[src/rtl/rr_ex_pipeline_reg.sv]
// RR->EX pipeline register with stall/flush control and write-back snoop capture.
// Define RR_EX_BUBBLE_CNT_EN to add a saturating 16-bit bubble counter output.
module rr_ex_pipeline_reg #(
    parameter int DATA_W = 16,
    parameter int ADDR_W = 3
) (
    input  logic              clk,
    input  logic              rst_n,
    input  logic              stall,
    input  logic              flush,
    input  logic              valid_rr,
    input  logic [DATA_W-1:0] pc_rr,
    input  logic [3:0]        opcode_rr,
    input  logic [ADDR_W-1:0] rs1_addr_rr,
    input  logic [ADDR_W-1:0] rs2_addr_rr,
    input  logic [ADDR_W-1:0] rd_addr_rr,
    input  logic              reg_wr_en_rr,
    input  logic [DATA_W-1:0] rs1_data_rr,
    input  logic [DATA_W-1:0] rs2_data_rr,
    input  logic [DATA_W-1:0] imm_rr,
    input  logic [ADDR_W-1:0] wb_rd_addr,
    input  logic              wb_reg_wr_en,
    input  logic [DATA_W-1:0] wb_data,
    output logic              valid_rr_ex,
    output logic [DATA_W-1:0] pc_rr_ex,
    output logic [3:0]        opcode_rr_ex,
    output logic [ADDR_W-1:0] rs1_addr_rr_ex,
    output logic [ADDR_W-1:0] rs2_addr_rr_ex,
    output logic [ADDR_W-1:0] rd_addr_rr_ex,
    output logic              reg_wr_en_rr_ex,
    output logic [DATA_W-1:0] rs1_data_rr_ex,
    output logic [DATA_W-1:0] rs2_data_rr_ex,
    output logic [DATA_W-1:0] imm_rr_ex,
    output logic [ADDR_W-1:0] rd_prev_addr_rr_ex,
    output logic              reg_wr_en_rr_ex_prev,
    output logic [DATA_W-1:0] rd_prev_data_rr_ex
`ifdef RR_EX_BUBBLE_CNT_EN
    ,
    output logic [15:0]       bubble_cnt
`endif
);

    typedef enum logic {
        EMPTY = 1'b0,
        FULL  = 1'b1
    } slot_state_e;

    slot_state_e       state_q, state_d;
    logic [DATA_W-1:0] pc_q, pc_d;
    logic [3:0]        opcode_q, opcode_d;
    logic [ADDR_W-1:0] rs1_addr_q, rs1_addr_d;
    logic [ADDR_W-1:0] rs2_addr_q, rs2_addr_d;
    logic [ADDR_W-1:0] rd_addr_q, rd_addr_d;
    logic              reg_wr_en_q, reg_wr_en_d;
    logic [DATA_W-1:0] rs1_data_q, rs1_data_d;
    logic [DATA_W-1:0] rs2_data_q, rs2_data_d;
    logic [DATA_W-1:0] imm_q, imm_d;
    logic [ADDR_W-1:0] prev_addr_q, prev_addr_d;
    logic              prev_wr_en_q, prev_wr_en_d;
    logic [DATA_W-1:0] prev_data_q, prev_data_d;

    always_comb begin
        // NOTE: every _d defaults to its _q first, so the stall path holds state and no latch is inferred.
        state_d      = state_q;
        pc_d         = pc_q;
        opcode_d     = opcode_q;
        rs1_addr_d   = rs1_addr_q;
        rs2_addr_d   = rs2_addr_q;
        rd_addr_d    = rd_addr_q;
        reg_wr_en_d  = reg_wr_en_q;
        rs1_data_d   = rs1_data_q;
        rs2_data_d   = rs2_data_q;
        imm_d        = imm_q;
        prev_addr_d  = prev_addr_q;
        prev_wr_en_d = prev_wr_en_q;
        prev_data_d  = prev_data_q;

        if (flush) begin
            state_d      = EMPTY;
            pc_d         = '0;
            opcode_d     = '0;
            rs1_addr_d   = '0;
            rs2_addr_d   = '0;
            rd_addr_d    = '0;
            reg_wr_en_d  = 1'b0;
            rs1_data_d   = '0;
            rs2_data_d   = '0;
            imm_d        = '0;
            prev_addr_d  = '0;
            prev_wr_en_d = 1'b0;
            prev_data_d  = '0;
        end else if (!stall) begin
            state_d      = valid_rr ? FULL : EMPTY;
            pc_d         = pc_rr;
            opcode_d     = opcode_rr;
            rs1_addr_d   = rs1_addr_rr;
            rs2_addr_d   = rs2_addr_rr;
            rd_addr_d    = rd_addr_rr;
            // An invalid slot must never request a register write.
            reg_wr_en_d  = reg_wr_en_rr & valid_rr;
            rs1_data_d   = rs1_data_rr;
            rs2_data_d   = rs2_data_rr;
            imm_d        = imm_rr;
            prev_addr_d  = wb_rd_addr;
            prev_wr_en_d = wb_reg_wr_en;
            prev_data_d  = wb_data;
        end
    end

    // NOTE: sequential state uses non-blocking assignments so all flops sample pre-edge values.
    always_ff @(posedge clk or negedge rst_n) begin
        if (!rst_n) begin
            state_q      <= EMPTY;
            pc_q         <= '0;
            opcode_q     <= '0;
            rs1_addr_q   <= '0;
            rs2_addr_q   <= '0;
            rd_addr_q    <= '0;
            reg_wr_en_q  <= 1'b0;
            rs1_data_q   <= '0;
            rs2_data_q   <= '0;
            imm_q        <= '0;
            prev_addr_q  <= '0;
            prev_wr_en_q <= 1'b0;
            prev_data_q  <= '0;
        end else begin
            state_q      <= state_d;
            pc_q         <= pc_d;
            opcode_q     <= opcode_d;
            rs1_addr_q   <= rs1_addr_d;
            rs2_addr_q   <= rs2_addr_d;
            rd_addr_q    <= rd_addr_d;
            reg_wr_en_q  <= reg_wr_en_d;
            rs1_data_q   <= rs1_data_d;
            rs2_data_q   <= rs2_data_d;
            imm_q        <= imm_d;
            prev_addr_q  <= prev_addr_d;
            prev_wr_en_q <= prev_wr_en_d;
            prev_data_q  <= prev_data_d;
        end
    end

    assign valid_rr_ex          = (state_q == FULL);
    assign pc_rr_ex             = pc_q;
    assign opcode_rr_ex         = opcode_q;
    assign rs1_addr_rr_ex       = rs1_addr_q;
    assign rs2_addr_rr_ex       = rs2_addr_q;
    assign rd_addr_rr_ex        = rd_addr_q;
    assign reg_wr_en_rr_ex      = reg_wr_en_q;
    assign rs1_data_rr_ex       = rs1_data_q;
    assign rs2_data_rr_ex       = rs2_data_q;
    assign imm_rr_ex            = imm_q;
    assign rd_prev_addr_rr_ex   = prev_addr_q;
    assign reg_wr_en_rr_ex_prev = prev_wr_en_q;
    assign rd_prev_data_rr_ex   = prev_data_q;

`ifdef RR_EX_BUBBLE_CNT_EN
    logic [15:0] bubble_cnt_q, bubble_cnt_d;

    // A bubble is any edge that leaves the slot empty through flush or an invalid load.
    always_comb begin
        bubble_cnt_d = bubble_cnt_q;
        if ((flush || (!stall && !valid_rr)) && (bubble_cnt_q != 16'hFFFF)) begin
            bubble_cnt_d = bubble_cnt_q + 16'd1;
        end
    end

    always_ff @(posedge clk or negedge rst_n) begin
        if (!rst_n) begin
            bubble_cnt_q <= '0;
        end else begin
            bubble_cnt_q <= bubble_cnt_d;
        end
    end

    assign bubble_cnt = bubble_cnt_q;
`endif

endmodule

[config.mk]
export PLATFORM = sky130hd
export DESIGN_NAME = rr_ex_pipeline_reg
export DESIGN_NICKNAME = d
export VERILOG_FILES = /design/src/rtl/rr_ex_pipeline_reg.sv
export SDC_FILE = /design/constraint.sdc
export NUM_CORES = 1
export LEC_CHECK = 0
export BUFFER_PORTS_ARGS = -buffer_cell sky130_fd_sc_hd__buf_4
export CORE_MARGIN = 2
export CORE_UTILIZATION = 46
export DETAILED_ROUTE_END_ITERATION = 7
export PLACE_DENSITY = 0.92
export SYNTH_ARGS = -nofsm -noshare
export SYNTH_HDL_FRONTEND = slang
export SYNTH_SLANG_ARGS = --single-unit
[constraint.sdc]
create_clock -name clk -period 0.8 [get_ports clk]
set_input_delay 0.04 -clock clk [delete_from_list [all_inputs] [get_ports clk]]
set_output_delay 0.04 -clock clk [all_outputs]
set_load 0.03 [all_outputs]
## Word-level counts from Yosys, hierarchy flattened

Cells that the tools add are included.

| storage, ports and cells | value |
|---|---|
| word-level logic and storage cells | 42 |
| output and inout bits | 99 |
| register bits after elaboration | 99 |
| input port bits | 103 |

| cells by class | value |
|---|---|
| bitwise operators | 1 |
| equal/unequal tests | 1 |
| multiplexer cells | 27 |

Operators with widths:

| kind | count |
|---|---|
| $mux W16 | 10 |
| $mux W3 | 8 |
| $mux W4 | 2 |
| $mux W1 | 7 |
| $ne A2 B1 Y1 const B | 1 |
| $and A1 B1 Y1 | 1 |

## Depth between registers and ports, before layout

Gate-level depths: netlist (run 1).

| logic depth | value |
|---|---|
| depth after elaboration | 3 |
| mapped depth | 4 |
| depth with buffers taken out | 2 |

## Worst setup path before layout (run 1)

Ideal clock, no wire load.

| timing path | value |
|---|---|
| path kind | register to register |
| start | register, netlist name imm_rr_ex[0] |
| end | register imm_q[0], in the netlist imm_rr_ex[0] |
| setup time | 0.132 ns |
| path buffers | 0 |
| data arrival time | 0.676 ns |
| stages on the path, launching flop included | 3 |
| clock period less this slack | 0.808 ns |
| required time | 0.668 ns |
| slack | -0.008 ns |
| path through | dfrtp_1 > mux2i_1 > nor2_1 |

RTL lines:

| element | RTL line | source |
|---|---|---|
| to (signal assigned) | 136 | `imm_q <= imm_d;` |
| to (decl) | 57 | `logic [DATA_W-1:0] imm_q, imm_d;` |

## Final worst setup path (run 1)

| timing path | value |
|---|---|
| start | register prev_addr_q[2], in the netlist rd_prev_addr_rr_ex[2] |
| end | output port rd_prev_addr_rr_ex[2] |

RTL lines:

| element | RTL line | source |
|---|---|---|
| from (decl) | 58 | `logic [ADDR_W-1:0] prev_addr_q, prev_addr_d;` |
| from (signal assigned) | 137 | `prev_addr_q <= prev_addr_d;` |
| to (decl) | 34 | `output logic [ADDR_W-1:0] rd_prev_addr_rr_ex,` |

No word-level cell between the ends.

==> flow_summary_export.csv, run 1 <==
group,metric,value,unit
run_status,status,"complete, but fails checks",
run_status,violations,"setup timing",
drt,vias,3854,
global_route,grt_pass1_vias,4225,
clocking,htreeDepth,3,
sta,slew-limit-headroom,0.849,
floorplanning,dieArea,9580,um2
cells_and_area,mostFrequentLayoutCell,"buf_4",
placement,portBuffers,201,
cells_and_area,multiInputGateArea,1420,um2
floorplanning,row_count,34,
synth,yosysSeqAreaShare,0.611,
worst_setup_path,cp-end-kind,"primary output",
worst_setup_path,path_delay_family,"flip-flops",
worst_setup_path,cp.arrival,0.94,ns
synth,ys_ff_latch,99,
clocking,cts.root.buffer_cell,"clkbuf_8",
clocking,clkTransAtPathRegs,0.10,ns
cells_and_area,nets,751,
sta,fmax,1030,MHz
floorplanning,num_io_pins,202,
cells_and_area,final-seq-area,2580,um2
floorplanning,die_h,97.9,um
synth,synth_cell_types,11,
synth,syn_nets,423,
sta,setup-tns-final,-16.39,ns
cells_and_area,layout-drive-gt1-share,0.527,
sta,min_period,0.975,ns
drt,drtAntennaViolNets,0,
worst_setup_path,r2r_cells,3,
cells_and_area,fillers,325,
worst_setup_path,crit_fanout,2,
synth,syn_inst,320,
cells_and_area,final_cell_count_no_fill,761,
drt,drtIter0Drc,131,
global_route,grt_max_degree,52,
sta,rsz0062_at_grt,"yes",
sta,slew_viol_final,0,
sta,finalHoldViolations,0,
sta,finClkSkew,0,ns
placement,detailed_place_hpwl,7.54,mm
floorplanning,start_util,0.469,
global_route,grt_pass1_wl,21.8,mm
clocking,insertion_delay,0.34,ns
drt,wl_per_cell,19.2,um
floorplanning,core,8640,um2
synth,syn_area,4050,um2
global_route,grt_usage,0.289,
clocking,cts_sinks,99,
sta,setup_slack,-0.175,ns
placement,pre_cts_slack,-0.0759,ns
cells_and_area,final_cell_mix,"buf_4, buf_6, dlygate4sd3_1",
cells_and_area,num_antenna_cells,0,
worst_setup_path,slowest_stage,"dfrtp_2",
clocking,numCtsBuffers,9,
worst_setup_path,critPathLaunchType,"flip-flop",
pwr,cellPowerDensity,1630,nW/um2
placement,dp.cells,618,
worst_setup_path,worstPathRequired,0.76,ns
global_route,overflow,0,
synth,yosysWarnings,0,
sta,setup_viol,132,
worst_setup_path,critPathKind,"reg2out",
run,drv_cap,0,
worst_setup_path,cp_cell_sequence,"buf_6",
drt,first_pass_iters,5,
worst_setup_path,cp.depth,1,
pwr,ir_drop,0.00115,V
pwr,power_leakage,0.00381,uW
clocking,cts_buffer_depth,2,
synth,synth.avg_cell_area,12.7,um2
drt,wirelength,14.6,mm
sta,tightest_slew,0.221,ns
cells_and_area,syn_to_final_growth,89.1,%
clocking,cts_tree,"yes",
placement,place_congestion,0.808,
floorplanning,dieWidth,97.9,um
worst_setup_path,crit_buf_inv,1,
drt,vias_per_cell,5.06,
worst_hold_path,hold_class,"in2async",
global_route,antenna_found_initial,0,
sta,finalCritPeriodShare,1.22,
drt,drc,0,
worst_setup_path,cpPeakStageDelay,0.44,ns
-- metal layers --
| metal | global-route usage | part of all wire |
|---|---|---|
| met5 | 0 | 0 |
| met4 | 0.131 | 0.046 |
| met3 | 0.0630 | 0.058 |
| met2 | 0.515 | 0.54 |
| met1 | 0.331 | 0.36 |
-- flip-flops by register name (all words and copies together) (netlist names) --
| name | flops |
|---|---|
| valid_rr_ex | 1 |
| pc_rr_ex | 16 |
| rs2_data_rr_ex | 16 |
| rd_addr_rr_ex | 3 |
| rd_prev_addr_rr_ex | 3 |
| rd_prev_data_rr_ex | 16 |
| reg_wr_en_rr_ex | 1 |
| rs1_addr_rr_ex | 3 |
| reg_wr_en_rr_ex_prev | 1 |
| rs1_data_rr_ex | 16 |
| opcode_rr_ex | 4 |
| rs2_addr_rr_ex | 3 |
| imm_rr_ex | 16 |
-- path summary, 6_finish.rpt --
kind                                                   start  slack, ns                                  to
setup / recovery           rd_prev_addr_rr_ex[2]$_DFFE_PN0P_      -0.18               rd_prev_addr_rr_ex[2]
hold / removal                                         rst_n       0.11         opcode_rr_ex[2]$_DFFE_PN0P_
setup reg to reg                     pc_rr_ex[3]$_DFFE_PN0P_      -0.14             pc_rr_ex[3]$_DFFE_PN0P_
hold reg to reg                     imm_rr_ex[2]$_DFFE_PN0P_       0.55            imm_rr_ex[2]$_DFFE_PN0P_
max in group asynchronous                              rst_n       0.18  rd_prev_data_rr_ex[11]$_DFFE_PN0P_
min in group clk                                       flush       0.13      rs2_data_rr_ex[15]$_DFFE_PN0P_
-- cell type report --
class                   instances  share of cell area
repair buffers                339               0.430
flip-flops and latches         99               0.336
multi-input cells             199               0.186
well taps                     108              0.0176
clock buffers                  11              0.0171
clock inverters                 5              0.0134
-- through the flow --
stage | util | hold slack (ns) | total power [uW] | cell area (um2)
after detailed placement | 0.667 | -0.0735 | 7900 | 5760
final | 0.888 | 0.114 | 12500 | 7660
after CTS | 0.856 | 0.0889 | 12300 | 7390
after global routing | 0.888 | 0.105 | 13000 | 7660
after floorplan | - | -0.256 | 6800 | 4150
after global placement | 0.667 | -0.0716 | 7820 | 5760
-- report_power, final --
group / total (uW) / switching (uW) / internal (uW)
sequential: 5570 / 246 / 5320
clock: 3770 / 1690 / 2080
combinational: 3170 / 1510 / 1670
-- synth_stat cells --
| master | instances | share of area |
|---|---|---|
| a21oi_1 | 1 | 0.0012 |
| buf_12 | 1 | 0.0049 |
| buf_2 | 3 | 0.0037 |
| buf_6 | 1 | 0.0028 |
| buf_8 | 9 | 0.033 |
| clkbuf_1 | 8 | 0.0074 |
| dfrtp_1 | 99 | 0.61 |
| mux2i_1 | 98 | 0.24 |
| nand2_1 | 1 | 0.00093 |
| nand3b_1 | 1 | 0.0019 |
| nor2_1 | 98 | 0.091 |
-- timing repair --
action,CTS,global route
setup endpoints to repair,99,128
cloned,0,0
endpoints found under the hold margin,198,0
gates resized for setup,99,24
pin swaps,0,15
hold buffers,100,0
setup buffers,4,23
-- kinds of logic (layout without fill, tap and decap cells) --
| logic type | after synthesis | in the layout | synth area share |
|---|---|---|---|
| muxes | 98 | 98 | 0.242 |
| DFF | 99 | 99 | 0.611 |
| buffers and inverters | 22 | 355 | 0.0522 |
| AOI/OAI and AO/OA | 1 | 1 | 0.00123 |
| and+or+nand+nor | 100 | 100 | 0.0935 |
Note: power is estimated with default switching activity, not from simulation.
==> run 2: changes to the inputs <==
Settings changed: CORE_UTILIZATION 46 to 49, PLACE_DENSITY 0.92 to 0.95.
Clock period 0.8 ns to 1.15 ns, I/O delays scaled along.
==> run 2 against run 1 <==
Compared with the run above:
- the run now ends clean
- critical endpoint is now rs1_data_rr_ex[0]
- global-route usage shrank 0.48 points
- power down 34%
- sequential share of layout area grew 2.7 points
- highest routed layer unchanged
- routed wire length fell by 12%
- largest cell class unchanged
- count of clock-buffer cells in the layout fell by 2
- first-iteration DRC count stayed put
- via count is 6.5% lower
- cell count down 5.0%
- cell area down 11%
==> flow_summary_export.csv, run 2 (same netlist as run 1, synthesis figures left out) <==
group,metric,value,unit
sta,tightest_slew,0.423,ns
drt,wirelength,12.8,mm
floorplanning,num_io_pins,202,
worst_setup_path,crit_buf_inv,1,
placement,dp.cells,610,
cells_and_area,design_area,6820,um2
floorplanning,dieArea,9020,um2
worst_setup_path,cpPeakStageDelay,0.42,ns
sta,slew-limit-headroom,0.718,
sta,slew_viol_final,0,
global_route,grt_max_degree,100,
floorplanning,core,8130,um2
floorplanning,row_count,33,
run_status,status,"finished, final reports clean",
sta,finalHoldViolations,0,
worst_setup_path,critPathLaunchType,"flip-flop",
pwr,power_leakage,0.00367,uW
cells_and_area,final_cell_count_no_fill,723,
cells_and_area,syn_to_final_growth,68.3,%
sta,finClkSkew,0,ns
placement,dpl_cell_area,5600,um2
global_route,grt_pass1_vias,3889,
cells_and_area,final-seq-area,2480,um2
worst_hold_path,holdCritStartpoint,"reg_wr_en_rr",
worst_setup_path,reg2reg_to,"rs1_data_rr_ex[12]$_DFFE_PN0P_",
worst_setup_path,cp-end-kind,"primary output",
clocking,clkTransAtPathRegs,0.10,ns
sta,setup-tns-final,0,ns
sta,finalCritPeriodShare,0.878,
placement,place_congestion,0.717,
worst_setup_path,worstPathRequired,1.09,ns
placement,detailed_place_hpwl,7.29,mm
clocking,cts_sinks,99,
worst_setup_path,slowest_stage,"dfrtp_1",
floorplanning,die_h,95.0,um
drt,drtAntennaViolNets,0,
clocking,cts_setup_buffers,0,
worst_hold_path,whs_endpoint,"reg_wr_en_rr_ex$_DFFE_PN0P_",
worst_setup_path,path_delay_family,"flip-flops",
clocking,numCtsBuffers,9,
cells_and_area,post-route-util,0.839,
worst_setup_path,r2r-start,"rs1_data_rr_ex[12]$_DFFE_PN0P_",
worst_setup_path,cp.arrival,0.95,ns
sta,rsz0062_at_grt,"no",
cells_and_area,nets,718,
global_route,grt_usage,0.284,
clocking,htreeDepth,3,
drt,drtIter0Drc,131,
cells_and_area,fillers,400,
worst_setup_path,crit_fanout,2,
drt,first_pass_iters,4,
clocking,cts.root.buffer_cell,"clkbuf_8",
clocking,cts_tree,"yes",
sta,min_period,1.01,ns
sta,fmax,990,MHz
global_route,antenna_found_initial,0,
worst_hold_path,hold_path_depth,3,
floorplanning,start_util,0.498,
global_route,overflow,0,
global_route,grt_pass1_wl,19.4,mm
drt,drc,0,
run,drv_cap,0,
worst_setup_path,r2r_cells,2,
pwr,ir_drop,0.000752,V
cells_and_area,layout-drive-gt1-share,0.358,
sta,hold_ws,0.0361,ns
drt,wl_per_cell,17.7,um
clocking,cts_buffer_depth,2,
clocking,insertion_delay,0.34,ns
worst_setup_path,r2r_slack,0.35,ns
drt,vias,3602,
sta,setup_viol,0,
floorplanning,dieWidth,95.0,um
placement,portBuffers,201,
cells_and_area,multiInputGateArea,1370,um2
cells_and_area,num_antenna_cells,0,
worst_setup_path,cp_cell_sequence,"buf_4",
cells_and_area,mostFrequentLayoutCell,"buf_4",
worst_setup_path,setup.worst_path.start,"rs1_data_rr_ex[0]$_DFFE_PN0P_",
clocking,cts_resized,0,
pwr,cellPowerDensity,1210,nW/um2
cells_and_area,final_cell_mix,"buf_4, dlygate4sd3_1, dfrtp_1",
worst_setup_path,critPathKind,"reg2out",
worst_hold_path,hold_class,"in2reg",
drt,vias_per_cell,4.98,
## run 2: metal layers
metal / wire length [um] / global-route usage / vias to the layer above
met4: 394 / 0.106 / 0
met2: 6890 / 0.531 / 174
met3: 816 / 0.0646 / 38
li1: - / - / 1643
met5: 0 / 0 / -
met1: 4670 / 0.311 / 1747
## run 2: per-stage QoR
stage                     total power, uW  worst slack, ns
after floorplan                      4700            0.342
after global placement               5400            0.232
after detailed placement             5450            0.179
after CTS                            8240            0.140
after global routing                 8590            0.105
final                                8290            0.140
## run 2: what timing repair did
item	CTS	global route
endpoints found under the hold margin	197	0
hold buffers	99	0
endpoints found under the setup margin	0	0
## run 2: worst max path at each step
| stage | to | slack, ns | cells after the start |
|---|---|---|---|
| after floorplan | imm_rr_ex[0]$_DFFE_PN0P_ | 0.34 | 2 |
| after global placement | rs1_data_rr_ex[10]$_DFFE_PN0P_ | 0.23 | 4 |
| after detailed placement | rs1_data_rr_ex[2]$_DFFE_PN0P_ | 0.18 | 4 |
| after CTS | pc_rr_ex[2] | 0.14 | 1 |
| after global routing | rs2_data_rr_ex[8] | 0.10 | 1 |
| final | rs1_data_rr_ex[0] | 0.14 | 1 |
## run 2: power breakdown
part	switching, uW	internal (uW)	total [uW]
clock	1160	1420	2580
combinational	983	922	1910
sequential	127	3670	3800
total	2270	6020	8290
## run 2: final cells by class
| class | instances | share of cell area |
|---|---|---|
| timing repair buffer | 306 | 0.384 |
| sequential | 99 | 0.363 |
| tap | 105 | 0.0193 |
| multi-input combinational | 199 | 0.200 |
| clock inverter | 5 | 0.0152 |
| clock buffer | 9 | 0.0182 |
==> run 3: changes to the inputs <==
Settings changed: PLACE_DENSITY 0.95 to 0.85.
==> run 3 against run 2 <==
Compared with the run above:
- via count up 2.2%
- register-to-register slack worse by 0.07 ns
- the run now ends with hold timing left
- first-iteration DRC count up 21%
- clock power down 12%
- critical path depth unchanged
- critical path type unchanged
- power down 3.3%
- clock skew unchanged
- combinational power about the same
- critical endpoint is now pc_rr_ex[5]
- non-clock buffer count up 2
- cell count up 0.41%
==> flow_summary_export.csv, run 3 (same netlist as run 1, synthesis figures left out) <==
group,metric,value,unit
clocking,cts.root.buffer_cell,"clkbuf_8",
pwr,ir_drop,0.000893,V
floorplanning,dieArea,9020,um2
clocking,hold_buffers,98,
worst_setup_path,crit_fanout,2,
pwr,swShare,0.286,
sta,finClkSkew,0,ns
worst_setup_path,critPathLaunchType,"flip-flop",
sta,slew_viol_final,0,
drt,wirelength,13.4,mm
floorplanning,core,8130,um2
worst_hold_path,holdCritStartpoint,"opcode_rr[1]",
sta,rsz0062_at_grt,"no",
drt,wl_per_cell,18.5,um
clocking,cts_sinks,99,
floorplanning,num_io_pins,202,
pwr,combinationalPowerShare,0.241,
drt,first_pass_iters,4,
sta,min_period,1.01,ns
clocking,cts_resized,0,
clocking,cts_setup_buffers,0,
sta,slew-limit-headroom,0.769,
floorplanning,dieWidth,95.0,um
placement,detailed_place_hpwl,7.08,mm
sta,fmax,986,MHz
worst_setup_path,cpPeakStageDelay,0.43,ns
drt,drtIter0Drc,159,
drt,vias,3681,
pwr,power.switching,2290,uW
sta,setup_viol,0,
clocking,numCtsBuffers,9,
run,drv_cap,0,
pwr,p_clk_frac,0.285,
worst_setup_path,r2r-start,"rs1_data_rr_ex[5]$_DFFE_PN0P_",
cells_and_area,layout-drive-gt1-share,0.361,
worst_setup_path,path_delay_family,"flip-flops",
worst_setup_path,cp_cell_sequence,"buf_4",
worst_setup_path,slowest_stage,"dfrtp_1",
global_route,grt_usage,0.299,
sta,hold_ws,-0.0156,ns
worst_hold_path,hold_class,"in2reg",
run_status,violations,"hold timing",
cells_and_area,syn_to_final_growth,68.0,%
sta,tightest_slew,0.346,ns
cells_and_area,num_antenna_cells,0,
placement,pre_cts_slack,0.120,ns
sta,setup-tns-final,0,ns
drt,drtAntennaViolNets,0,
worst_setup_path,worstPathRequired,1.09,ns
clocking,cts_tree,"yes",
pwr,internal-power,5720,uW
drt,drc,0,
sta,setup_slack,0.136,ns
global_route,antenna_found_initial,0,
worst_setup_path,cp-end-kind,"primary output",
clocking,htreeDepth,3,
global_route,overflow,0,
worst_setup_path,cp.arrival,0.96,ns
clocking,clkTransAtPathRegs,0.09,ns
clocking,cts_buffer_depth,2,
sta,finalHoldViolations,1,
floorplanning,start_util,0.498,
run_status,status,"complete, but fails checks",
placement,dp.cells,613,
placement,dpl_cell_area,5630,um2
cells_and_area,design_area,6810,um2
pwr,power_leakage,0.00367,uW
pwr,p_seq_frac,0.475,
cells_and_area,final_cell_mix,"buf_4, dfrtp_1, mux2i_1, nor2_1, dlygate4sd3_1",
pwr,cellPowerDensity,1180,nW/um2
clocking,insertion_delay,0.34,ns
pwr,finalPower,8010,uW
cells_and_area,final_cell_count_no_fill,726,
cells_and_area,mostFrequentLayoutCell,"buf_4",
drt,vias_per_cell,5.07,
floorplanning,row_count,33,
placement,portBuffers,201,
cells_and_area,nets,720,
worst_setup_path,crit_buf_inv,1,
worst_setup_path,critPathKind,"reg2out",
cells_and_area,fillers,418,
placement,place_congestion,0.778,
global_route,grt_max_degree,67,
global_route,grt_pass1_wl,20.1,mm
sta,finalCritPeriodShare,0.882,
worst_setup_path,setup.worst_path.start,"pc_rr_ex[5]$_DFFE_PN0P_",
global_route,grt_pass1_vias,3979,
floorplanning,die_h,95.0,um
## run 3: changes by cell type in the layout (fill, tap and decap cells not counted)
| cell | delta |
|---|---|
| buf_4 | +3 |
| bufinv_16 | -2 |
| clkbuf_1 | +1 |
| clkbuf_8 | +2 |
| clkinv_2 | -1 |
| clkinv_4 | +1 |
| dlygate4sd3_1 | -1 |
## run 3: cell type report
cell class,count,area [um2],area share
clock buffers,12,155,0.0228
repair buffers,308,2630,0.387
well taps,105,131,0.0193
multi-input cells,199,1370,0.200
flip-flops and latches,99,2480,0.364
clock inverters,3,47.5,0.00698
## run 3: path summary, 6_finish.rpt
path	end	slack, ns	cells past startpoint
max	pc_rr_ex[5]	0.14	1
min	opcode_rr_ex[1]$_DFFE_PN0P_	-0.02	3
max reg2reg	rs1_data_rr_ex[5]$_DFFE_PN0P_	0.28	2
min reg2reg	pc_rr_ex[13]$_DFFE_PN0P_	0.53	2
max in group asynchronous	rs2_data_rr_ex[4]$_DFFE_PN0P_	0.44	3
min in group asynchronous	pc_rr_ex[8]$_DFFE_PN0P_	0.15	2
## run 3: tightest hold or removal path, stage by stage
cell,delay (ns)
buf_4,0.08
mux2i_1,0.06
nor2_1,0.09
## run 3: power groups by stage
stage	combinational (uW)	clock (uW)	sequential, uW
after floorplan	462	0	4240
after global placement	1560	0	3840
after detailed placement	1590	0	3850
after CTS	1870	2300	3790
after global routing	2030	2480	3820
final	1930	2280	3800
## run 3: metrics by stage
step / utilization / hold WS [ns]
CTS: 0.837 / 0.000446
finish: 0.837 / -0.0156
global route: 0.837 / 0.00481
detailed placement: 0.692 / -0.0241
global placement: 0.692 / -0.0316
floorplan: - / -0.238
## run 3: per-layer routing
layer	vias to the layer above	track usage	part of all wire
li1	1645	-	-
met1	1813	0.329	0.37
met2	179	0.547	0.54
met3	44	0.0575	0.058
met4	0	0.147	0.036
met5	-	0	0
